--- src/rtl/jrc_pkg.sv ---
// Shared types and code-checking helpers for the Johnson/ring decoder.
// The helpers work on a zero-extended code of up to CODE_MAX_W bits. The
// argument n gives the real code width, so one set of functions serves any N.
package jrc_pkg;

   localparam int CODE_MAX_W = 32;

   typedef enum logic [1:0] {
      ACQUIRE,
      TRACK,
      LOCKED
   } lock_state_e;

   typedef enum logic [1:0] {
      HOLD,
      ADV,
      BAD,
      ILL
   } step_class_e;

   function automatic int popcount(input logic [CODE_MAX_W-1:0] code, input int n);
      int cnt;
      cnt = 0;
      for (int i = 0; i < CODE_MAX_W; i++) begin
         if (i < n && code[i]) cnt = cnt + 1;
      end
      return cnt;
   endfunction

   // A single run of ones anchored at either end has at most one 0/1 boundary
   // inside the word; all-zero and all-one have none.
   function automatic logic johnson_legal(input logic [CODE_MAX_W-1:0] code, input int n);
      int edges;
      edges = 0;
      for (int i = 1; i < CODE_MAX_W; i++) begin
         if (i < n && code[i] != code[i-1]) edges = edges + 1;
      end
      return (edges <= 1);
   endfunction

   function automatic int johnson_decode(input logic [CODE_MAX_W-1:0] code, input int n);
      int pc;
      pc = popcount(code, n);
      if (pc == 0)          return 0;
      else if (code[n-1])   return pc;
      else                  return 2 * n - pc;
   endfunction

   function automatic logic ring_legal(input logic [CODE_MAX_W-1:0] code, input int n);
      int pc;
      pc = popcount(code, n);
      return (pc > 0) && (pc < n);
   endfunction

   function automatic logic [CODE_MAX_W-1:0] rotl1(input logic [CODE_MAX_W-1:0] code, input int n);
      logic [CODE_MAX_W-1:0] res;
      res    = '0;
      res[0] = code[n-1];
      for (int i = 1; i < CODE_MAX_W; i++) begin
         if (i < n) res[i] = code[i-1];
      end
      return res;
   endfunction

endpackage

--- src/rtl/jrc_lock_tracker.sv ---
// Per-channel lock qualifier. It takes the step class of each sample and
// keeps the lock state, the advance pulse and a saturating error count.
//
//   state   | meaning
//   --------+-----------------------------------------------------------
//   ACQUIRE | waiting for any legal code to start tracking
//   TRACK   | counting consecutive legal advances toward lock
//   LOCKED  | sequence qualified; BAD/ILL codes are counted as errors
module jrc_lock_tracker
   import jrc_pkg::*;
#(
   parameter int LOCK_CNT = 3,
   parameter int ERR_W    = 8
) (
   input  logic              clk,
   input  logic              rst_n,
   input  logic              sample_en,
   input  step_class_e       step_class,
   input  logic              err_clr,
   output lock_state_e       state,
   output logic              step,
   output logic [ERR_W-1:0]  err_cnt
);

   localparam int GW = $clog2(LOCK_CNT + 1);

   lock_state_e      state_q, state_d;
   logic [GW-1:0]    good_q, good_d;
   logic             step_q, step_d;
   logic [ERR_W-1:0] err_q, err_d;
   logic             err_hit;

   // Next lock state, good-advance count and step pulse from the sample class
   always_comb begin
      state_d = state_q;
      good_d  = good_q;
      step_d  = 1'b0;
      err_hit = 1'b0;
      if (sample_en) begin
         unique case (state_q)
            ACQUIRE: begin
               if (step_class != ILL) begin
                  state_d = TRACK;
                  good_d  = '0;
               end
            end
            TRACK: begin
               unique case (step_class)
                  ADV: begin
                     step_d = 1'b1;
                     if (good_q == GW'(LOCK_CNT - 1)) begin
                        state_d = LOCKED;
                        good_d  = GW'(LOCK_CNT);
                     end else begin
                        good_d = good_q + GW'(1);
                     end
                  end
                  BAD: good_d = '0;
                  ILL: begin
                     state_d = ACQUIRE;
                     good_d  = '0;
                  end
                  default: ;
               endcase
            end
            LOCKED: begin
               unique case (step_class)
                  ADV: step_d = 1'b1;
                  BAD: begin
                     err_hit = 1'b1;
                     state_d = TRACK;
                     good_d  = '0;
                  end
                  ILL: begin
                     err_hit = 1'b1;
                     state_d = ACQUIRE;
                     good_d  = '0;
                  end
                  default: ;
               endcase
            end
            default: state_d = ACQUIRE;
         endcase
      end
   end

   // Error counter: clear wins over a same-cycle error, otherwise saturate
   always_comb begin
      err_d = err_q;
      if (err_clr)                   err_d = '0;
      else if (err_hit && err_q != '1) err_d = err_q + ERR_W'(1);
   end

   // State and counter registers
   always_ff @(posedge clk or negedge rst_n) begin
      if (!rst_n) begin
         state_q <= ACQUIRE;
         good_q  <= '0;
         step_q  <= 1'b0;
         err_q   <= '0;
      end else begin
         state_q <= state_d;
         good_q  <= good_d;
         step_q  <= step_d;
         err_q   <= err_d;
      end
   end

   assign state   = state_q;
   assign step    = step_q;
   assign err_cnt = err_q;

endmodule

--- src/rtl/johnson_ring_decoder.sv ---
// Receive-side checker for a Johnson/ring counter pair. It decodes the
// Johnson code to an index and tracks the ring rotation phase. Each sample
// is classified against the last legal code, and the result feeds one lock
// tracker per channel.
module johnson_ring_decoder
   import jrc_pkg::*;
#(
   parameter int N        = 4,
   parameter int LOCK_CNT = 3,
   parameter int ERR_W    = 8
) (
   input  logic                    clk,
   input  logic                    rst_n,
   input  logic                    sample_en,
   input  logic                    err_clr,
   input  logic [N-1:0]            j_code,
   input  logic [N-1:0]            r_code,
   output logic [$clog2(2*N)-1:0]  j_index,
   output logic                    j_code_ok,
   output logic                    j_step,
   output logic                    j_locked,
   output logic [ERR_W-1:0]        j_err_cnt,
   output logic [$clog2(N)-1:0]    r_phase,
   output logic                    r_step,
   output logic                    r_locked,
   output logic [ERR_W-1:0]        r_err_cnt
);

   localparam int JW = $clog2(2 * N);
   localparam int RW = $clog2(N);

   logic [N-1:0]          j_prev_q, j_prev_d;
   logic [N-1:0]          r_prev_q, r_prev_d;
   logic [JW-1:0]         j_index_q, j_index_d;
   logic                  j_ok_q, j_ok_d;
   logic [RW-1:0]         r_phase_q, r_phase_d;
   logic [CODE_MAX_W-1:0] j_code_x, j_prev_x, r_code_x, r_prev_x;
   logic                  j_legal, r_legal;
   int                    j_idx_new, j_idx_prev;
   step_class_e           j_cls, r_cls;
   lock_state_e           j_state, r_state;

   assign j_code_x = CODE_MAX_W'(j_code);
   assign j_prev_x = CODE_MAX_W'(j_prev_q);
   assign r_code_x = CODE_MAX_W'(r_code);
   assign r_prev_x = CODE_MAX_W'(r_prev_q);

   // Johnson classification: an advance is the next index modulo 2N, so the
   // wrap from 2N-1 back to 0 counts as an advance
   always_comb begin
      j_legal    = johnson_legal(j_code_x, N);
      j_idx_new  = johnson_decode(j_code_x, N);
      j_idx_prev = johnson_decode(j_prev_x, N);
      if (!j_legal)                                      j_cls = ILL;
      else if (j_code == j_prev_q)                       j_cls = HOLD;
      else if (j_idx_new == (j_idx_prev + 1) % (2 * N))  j_cls = ADV;
      else                                               j_cls = BAD;
   end

   // Ring classification: an advance is exactly one left rotation
   always_comb begin
      r_legal = ring_legal(r_code_x, N);
      if (!r_legal)                          r_cls = ILL;
      else if (r_code == r_prev_q)           r_cls = HOLD;
      else if (r_code_x == rotl1(r_prev_x, N)) r_cls = ADV;
      else                                   r_cls = BAD;
   end

   // Johnson stored code and index follow the last legal sample only
   always_comb begin
      j_prev_d  = j_prev_q;
      j_index_d = j_index_q;
      j_ok_d    = j_ok_q;
      if (sample_en) begin
         j_ok_d = j_legal;
         if (j_legal) begin
            j_prev_d  = j_code;
            j_index_d = JW'(j_idx_new);
         end
      end
   end

   // Ring phase restarts on acquisition or a bad jump and counts advances mod N
   always_comb begin
      r_prev_d  = r_prev_q;
      r_phase_d = r_phase_q;
      if (sample_en && r_legal) begin
         r_prev_d = r_code;
         if (r_state == ACQUIRE || r_cls == BAD) begin
            r_phase_d = '0;
         end else if (r_cls == ADV) begin
            r_phase_d = (r_phase_q == RW'(N - 1)) ? '0 : r_phase_q + RW'(1);
         end
      end
   end

   // Decode-side registers
   always_ff @(posedge clk or negedge rst_n) begin
      if (!rst_n) begin
         j_prev_q  <= '0;
         r_prev_q  <= '0;
         j_index_q <= '0;
         j_ok_q    <= 1'b0;
         r_phase_q <= '0;
      end else begin
         j_prev_q  <= j_prev_d;
         r_prev_q  <= r_prev_d;
         j_index_q <= j_index_d;
         j_ok_q    <= j_ok_d;
         r_phase_q <= r_phase_d;
      end
   end

   jrc_lock_tracker #(
      .LOCK_CNT (LOCK_CNT),
      .ERR_W    (ERR_W)
   ) u_j_lock (
      .clk        (clk),
      .rst_n      (rst_n),
      .sample_en  (sample_en),
      .step_class (j_cls),
      .err_clr    (err_clr),
      .state      (j_state),
      .step       (j_step),
      .err_cnt    (j_err_cnt)
   );

   jrc_lock_tracker #(
      .LOCK_CNT (LOCK_CNT),
      .ERR_W    (ERR_W)
   ) u_r_lock (
      .clk        (clk),
      .rst_n      (rst_n),
      .sample_en  (sample_en),
      .step_class (r_cls),
      .err_clr    (err_clr),
      .state      (r_state),
      .step       (r_step),
      .err_cnt    (r_err_cnt)
   );

   assign j_index   = j_index_q;
   assign j_code_ok = j_ok_q;
   assign j_locked  = (j_state == LOCKED);
   assign r_phase   = r_phase_q;
   assign r_locked  = (r_state == LOCKED);

endmodule

--- config.mk ---
export PLATFORM = sky130hd
export DESIGN_NAME = johnson_ring_decoder
export DESIGN_NICKNAME = d
export VERILOG_FILES = /design/src/rtl/jrc_pkg.sv /design/src/rtl/jrc_lock_tracker.sv /design/src/rtl/johnson_ring_decoder.sv
export SDC_FILE = /design/constraint.sdc
export NUM_CORES = 1
export LEC_CHECK = 0
export BUFFER_PORTS_ARGS = -buffer_cell sky130_fd_sc_hd__buf_2
export CORE_ASPECT_RATIO = 0.9
export CORE_UTILIZATION = 40
export DETAILED_ROUTE_END_ITERATION = 7
export PLACE_DENSITY_LB_ADDON = 0.08
export SETUP_SLACK_MARGIN = 0.15
export SLEW_MARGIN = 0
export SYNTH_ARGS = -nofsm -noshare
export SYNTH_HDL_FRONTEND = slang
export SYNTH_SLANG_ARGS = --single-unit
--- constraint.sdc ---
create_clock -name clk -period 4.3 [get_ports clk]
set_clock_uncertainty 0.1 [all_clocks]
set_input_delay 0.215 -clock clk [delete_from_list [all_inputs] [get_ports clk]]
set_output_delay 0.215 -clock clk [all_outputs]
set_load 0.02 [all_outputs]
======== Yosys cells after proc, flatten, opt, wreduce, memory -nomap -nowiden ========
Cells that the tools add are included.
storage, ports and cells
  register bits ........................... 40
  output and inout bits ................... 26
  logic and storage cells ................. 167
operators by class
  bitwise logic cells ..................... 1
  order comparisons ....................... 3
  reduce and logical (&&, ||, !) cells .... 25
  add/sub/neg operators ................... 19
  equality and inequality tests ........... 36
  muxes and demuxes ....................... 70
operators by type and width
  kind                   number
  $mux 32                15
  $add 32x2->32 const B  8
  $logic_not 32->1       2
  $sub 5x32->32 const A  2
  $mux 2                 19
  $eq 32x4->1            1
  $gt 32x1->1 const B    1
  $le 32x2->1 const B    1
  $lt 32x4->1 const B    1
  $mux 8                 4
  $pmux 2 s2             6
  $pmux 2 s3             4
  $mux 1                 22
  $reduce_and 5->1       4
  $eq 2x2->1 const B     9
  $add 8x1->8 const B    2
  $ne 8x8->1 const B     2
  $eq 4x4->1             3
  $ne 3x2->1 const B     4
  $ne 3x1->1 const B     3
  $add 1x1->2 const B    4
  $eq 2x1->1 const B     4
  $ne 2x2->1 const B     4
  $reduce_or 2->1        4
  other kinds (12)       25

======== Logic depth before layout (Yosys ltp) ========
  depth in word-level cells ............... 25
  gate-level depth with buffers ........... 17
  mapped depth without buffers ............ 16

======== Hierarchy ========
From an unflattened synthesis, not the netlist that was laid out.
unflattened totals
  cells, all modules ...................... 314
  area, all modules ....................... 2941.6 um^2
modules (own cells, without submodules)
  module                       times used  area each (um^2)  cells an instance  seq. area each (um^2)
  johnson_ring_decoder         1           1368.8            154                350.3
  jrc_lock_tracker (u_r_lock)  1           800.8             81                 325.3
  jrc_lock_tracker (u_j_lock)  1           772.0             79                 325.3

======== Worst setup path before layout ========
Ideal clock, no wire load.
  kind .................................... register to register
  start ................................... reg j_prev_q[0]
  end ..................................... reg u_j_lock.err_q[2], in the netlist u_j_lock.err_cnt[2]
  library setup time ...................... 0.078 ns
  arrival ................................. 3.807 ns
  slack ................................... 0.314 ns
  cell stages (with the launch flop) ...... 18
  cell sequence ........................... dfrtp_1 -> inv_1 -> ha_1 -> xor2_2 -> ha_1 -> or2b_1 -> o21ai_0 -> ha_1 -> o21ai_0 -> a21oi_1 -> ha_1 -> xnor2_1 -> xnor3_2 -> mux2i_2 -> and4_4 -> buf_6 -> or4_1 -> a21oi_1
between the ends
  word-level cells in the longest chain between the ends .. 24
  elaborated cells between the ends (all ways) .. 27
ends and longest elaborated chain
  item                                  RTL line                     RTL
  start: declaration                    johnson_ring_decoder.sv:32   logic [N-1:0] j_prev_q, j_prev_d;
  start signal: assignment              johnson_ring_decoder.sv:106  j_prev_q <= j_prev_d;
  $mux 1                                jrc_pkg.sv:25                if (i < n && code[i]) cnt = cnt + 1;
  $add 1x1->2                           jrc_pkg.sv:25
  $mux 32                               jrc_pkg.sv:25
  $add 32x2->32                         jrc_pkg.sv:25
  $mux 32                               jrc_pkg.sv:25
  $add 32x2->32                         jrc_pkg.sv:25
  $mux 32                               jrc_pkg.sv:25
  $sub 5x32->32                         jrc_pkg.sv:46                else return 2 * n - pc;
  (+8 left out)                         -
  $mux 2 *                              johnson_ring_decoder.sv:54   if (!j_legal) j_cls = ILL;
  $eq 2x2->1                            jrc_lock_tracker.sv:67       unique case (step_class)
  $reduce_or 2->1 (no source line) *    -
  $mux 1 *                              jrc_lock_tracker.sv:67
  $mux 1 *                              jrc_lock_tracker.sv:40       unique case (state_q)
  $mux 1 *                              jrc_lock_tracker.sv:39       if (sample_en) begin
  $logic_and 1x1->1 *                   jrc_lock_tracker.sv:91       else if (err_hit && err_q != '1) err_d = err_q + ERR_W'(1);
  $reduce_bool 2->1 (no source line) *  -
  end signal: assignment                jrc_lock_tracker.sv:105      err_q <= err_d;
  end: declaration                      jrc_lock_tracker.sv:30       logic [ERR_W-1:0] err_q, err_d;
Every way passes the cells marked *; elsewhere a longest branch is shown, timed or not.
A chain may end at the register's enable or synchronous reset.

======== Worst setup path after layout ========
  start ................................... reg j_prev_q[0]
  end ..................................... reg u_j_lock.err_q[1], in the netlist u_j_lock.err_cnt[1]
Same word-level chain as after synthesis.

==> results.cfg <==
[outcome]
outcome = complete, but fails checks
violations = hold timing

[cts]
cts_root_buffer = sky130_fd_sc_hd__clkbuf_8
max-clock-path-buffers = 2
worst_setup_hold_path_clk_slew_ns = 0.09
clock_insertion_delay_at_the_later_pin_of_the_skew_report_ns = 0.30
clock-sinks = 40
cts.htree.levels = 2
clock_tree_from_tritoncts = done
cts_buffers = 5

[timing]
tightest_slew_ns = 0.937
unrepaired_setup_endpoints_after_global_routing = no
setup_viol_count_final = 0
post_layout_minimum_cycle_time_ns = 3.93
worst_hold_slack_ns = -0.0618
slew_viol_final = 0
finalHoldViolations = 40
final.period_utilization = 0.913
clock.fmax_ghz = 0.255
timing.max_slew.rel_slack = 0.376
timing.setup.tns_ns = 0
finalWorstSetupSlack_ns = 0.372

[drt]
drt-initial-drc-count = 95
ant_nets = 0
detailed_route_wl_um = 6010
viasPerCell = 5.29
drc_errors = 0
wl_per_cell_um = 13.3
drt_first_pass_iters = 5
detailroute.via_count = 2389

[worst_setup_path]
critPathMaxFanout = 7
worstPathRequired_ns = 4.42
arrival_ns = 4.05
critical_path.reg2reg.startpoint = j_prev_q[0]
r2r_setup_slack_ns = 0.37
reg2reg_to = u_j_lock.err_cnt[1]
worst-setup-path-type = flip-flop to flip-flop
endpoint_kind = flip-flop
worst_setup_path_start_kind = flip-flop
crit_start = j_prev_q[0]
reg2reg_depth = 18

[placement]
detailedPlacementHpwl_um = 4460
placement.cell_area_um2 = 3250
dpl_worst_slack_ns = 0.0590
gp_congestion = 0.832
place.port_buffers = 37

[finish]
antenna_cells_inserted = 0
stdcell_area_um2 = 3420
top_library_cells_by_usage_in_the_layout_fill_and_taps_aside = 40 x sky130_fd_sc_hd__dfrtp_1, 37 x sky130_fd_sc_hd__buf_2, 27 x sky130_fd_sc_hd__nor2_1
final_net_count = 396
layout.cells.most_common = sky130_fd_sc_hd__dfrtp_1
postLayoutCoreUtil = 0.476
areaGrowthSynthToFinish_pct = 13.3
layout-drive-gt1-share = 0.226

[global_routing]
wire_length_of_the_first_global_routing_pass_um = 10500
grt.overflow.total = 0
first_global_vias = 2258
grt_start_max_net_pins = 41
grt_total_usage = 0.165
number_of_antenna_violations_at_the_first_check_in_global_routing = 0

[power_and_ir_drop]
switching_power_w = 0.000702
worst_ir_drop_vdd_mv = 0.283
sequentialPowerShare = 0.287
switching_share = 0.410
power_report.internal_total_w = 0.00101
power_frac_clock = 0.189
share_comb_of_total_power = 0.524
leakage_power_of_the_design_nw = 1.59
power_density_nw_per_um2 = 501

[synth]
synthesis.area_um2 = 3020
ys_warn_count = 0
avgSynthCellArea_um2 = 9.36
syn-instance-count = 322
library_cells_used_by_synthesis = 60
primary_flip_flop_cell_chosen_by_synthesis_mapping = sky130_fd_sc_hd__dfrtp_1
postSynthRegisterBits = 40
synthArstFlopShare = 1.00
synth_enable_flop_cells = 0
synthesis.nets = 360
yosysSeqAreaShare = 0.332

[floorplan]
rows = 29
initial_standard_cell_utilization_of_the_core = 0.420
fp.dieArea_um2 = 7890
die_height_um = 84.4
io-pin-count = 38
die_x_um = 93.5
area_of_the_core_um2 = 7180

[job]
timing.max_cap.violations = 0

[min_path]
hold_path.class = primary input to asynchronous set/reset pin
## stage by stage
stage          hold WS, ns  total power (W)  instances
3_5_place_dp         0.328          0.00135        441
3_3_place_gp         0.329          0.00134        441
6_report           -0.0618          0.00171        452
2_1_floorplan       -0.181          0.00119        322
4_1_cts            0.00408          0.00170        451
5_1_grt             0.0387          0.00185        452
## worst max-delay path, stage by stage (launching register included)
cell	delay, ns
sky130_fd_sc_hd__dfrtp_1	0.39
sky130_fd_sc_hd__buf_4	0.14
sky130_fd_sc_hd__ha_1	0.23
sky130_fd_sc_hd__inv_1	0.06
sky130_fd_sc_hd__mux2i_1	0.07
sky130_fd_sc_hd__ha_1	0.28
sky130_fd_sc_hd__or2b_1	0.22
sky130_fd_sc_hd__o21ai_0	0.08
sky130_fd_sc_hd__ha_1	0.24
sky130_fd_sc_hd__o21ai_0	0.15
sky130_fd_sc_hd__a21oi_1	0.08
sky130_fd_sc_hd__ha_2	0.20
sky130_fd_sc_hd__xnor2_2	0.15
sky130_fd_sc_hd__xnor3_2	0.31
sky130_fd_sc_hd__mux2i_4	0.22
sky130_fd_sc_hd__and4_4	0.19
sky130_fd_sc_hd__buf_4	0.15
sky130_fd_sc_hd__or3b_2	0.45
sky130_fd_sc_hd__a21oi_1	0.12
## timing repair
action                                  in CTS  in global routing
resized for setup                            1                  3
buffers inserted                             2                  1
endpoints found under the setup margin       8                  7
hold buffers                                 0                  0
pin swaps                                    2                  1
## power groups by stage
stage | Sequential, W | Combinational [W] | Clock (W)
2_1_floorplan | 0.000512 | 0.000673 | 0
3_3_place_gp | 0.000499 | 0.000840 | 0
3_5_place_dp | 0.000500 | 0.000846 | 0
4_1_cts | 0.000491 | 0.000872 | 0.000337
5_1_grt | 0.000499 | 0.000998 | 0.000350
6_report | 0.000490 | 0.000897 | 0.000323
## synth_stat cells (3+ instances only)
cell | number | area, um^2
sky130_fd_sc_hd__a21oi_1 | 13 | 65.1
sky130_fd_sc_hd__a31oi_1 | 3 | 18.8
sky130_fd_sc_hd__and3_1 | 6 | 37.5
sky130_fd_sc_hd__buf_2 | 4 | 20.0
sky130_fd_sc_hd__buf_6 | 3 | 33.8
sky130_fd_sc_hd__clkbuf_1 | 4 | 15.0
sky130_fd_sc_hd__dfrtp_1 | 40 | 1000
sky130_fd_sc_hd__ha_1 | 26 | 325
sky130_fd_sc_hd__inv_1 | 19 | 71.3
sky130_fd_sc_hd__mux2_2 | 9 | 101
sky130_fd_sc_hd__mux2_4 | 4 | 60.1
sky130_fd_sc_hd__mux2i_1 | 6 | 60.1
sky130_fd_sc_hd__nand2_1 | 26 | 97.6
sky130_fd_sc_hd__nand3_1 | 15 | 75.1
sky130_fd_sc_hd__nand4_1 | 8 | 50.1
sky130_fd_sc_hd__nor2_1 | 27 | 101
sky130_fd_sc_hd__nor2b_1 | 7 | 43.8
sky130_fd_sc_hd__nor3_1 | 4 | 20.0
sky130_fd_sc_hd__nor3_2 | 4 | 40.0
sky130_fd_sc_hd__o211ai_1 | 4 | 30.0
sky130_fd_sc_hd__o21ai_0 | 14 | 70.1
sky130_fd_sc_hd__or3_1 | 3 | 18.8
sky130_fd_sc_hd__xnor2_1 | 21 | 184
sky130_fd_sc_hd__xor2_1 | 8 | 70.1
sky130_fd_sc_hd__xor2_2 | 3 | 48.8
## registers in the layout, summed over array words and instances, names as in the netlist, 3 cells and up
signal and cells:
u_j_lock.err_cnt 8, u_r_lock.err_cnt 8, j_prev_q 4, r_prev_q 4, j_index 3
## kinds of logic after synthesis
group | after synthesis | share of synthesized area
AO/OA/AOI/OAI | 57 | 0.126
XOR/XNOR | 33 | 0.108
adder cells (fa/ha/maj) | 26 | 0.108
buffers and inverters | 31 | 0.0490
flip-flops | 40 | 0.332
multiplexers | 20 | 0.0780
AND/OR/NAND/NOR | 115 | 0.199
## worst max-delay path by stage
stage / end / cells past startpoint / slack (ns)
after floorplan: u_j_lock.err_cnt[2] / 17 / 0.31
after global placement: u_j_lock.err_cnt[3] / 16 / 0.13
after detailed placement: u_j_lock.err_cnt[3] / 16 / 0.06
after CTS: u_j_lock.err_cnt[1] / 17 / 0.20
after global routing: u_j_lock.err_cnt[1] / 18 / 0.16
final: u_j_lock.err_cnt[1] / 18 / 0.37
## cell type report
| type | instances | area, um^2 |
|---|---|---|
| sequential | 40 | 1000 |
| inverter | 19 | 71.3 |
| clock inverter | 3 | 46.3 |
| clock buffer | 5 | 68.8 |
| tap | 93 | 116 |
| multi-input combinational | 251 | 1900 |
| timing repair buffer | 41 | 215 |
| fill | 717 | 3770 |
## routing by layer
metal	wire length [um]	global-route usage
met5	0	0
met1	3010	0.223
met3	121	0.0272
met2	2810	0.269
met4	70	0.0545
Note: power is estimated with default switching activity, not from simulation.
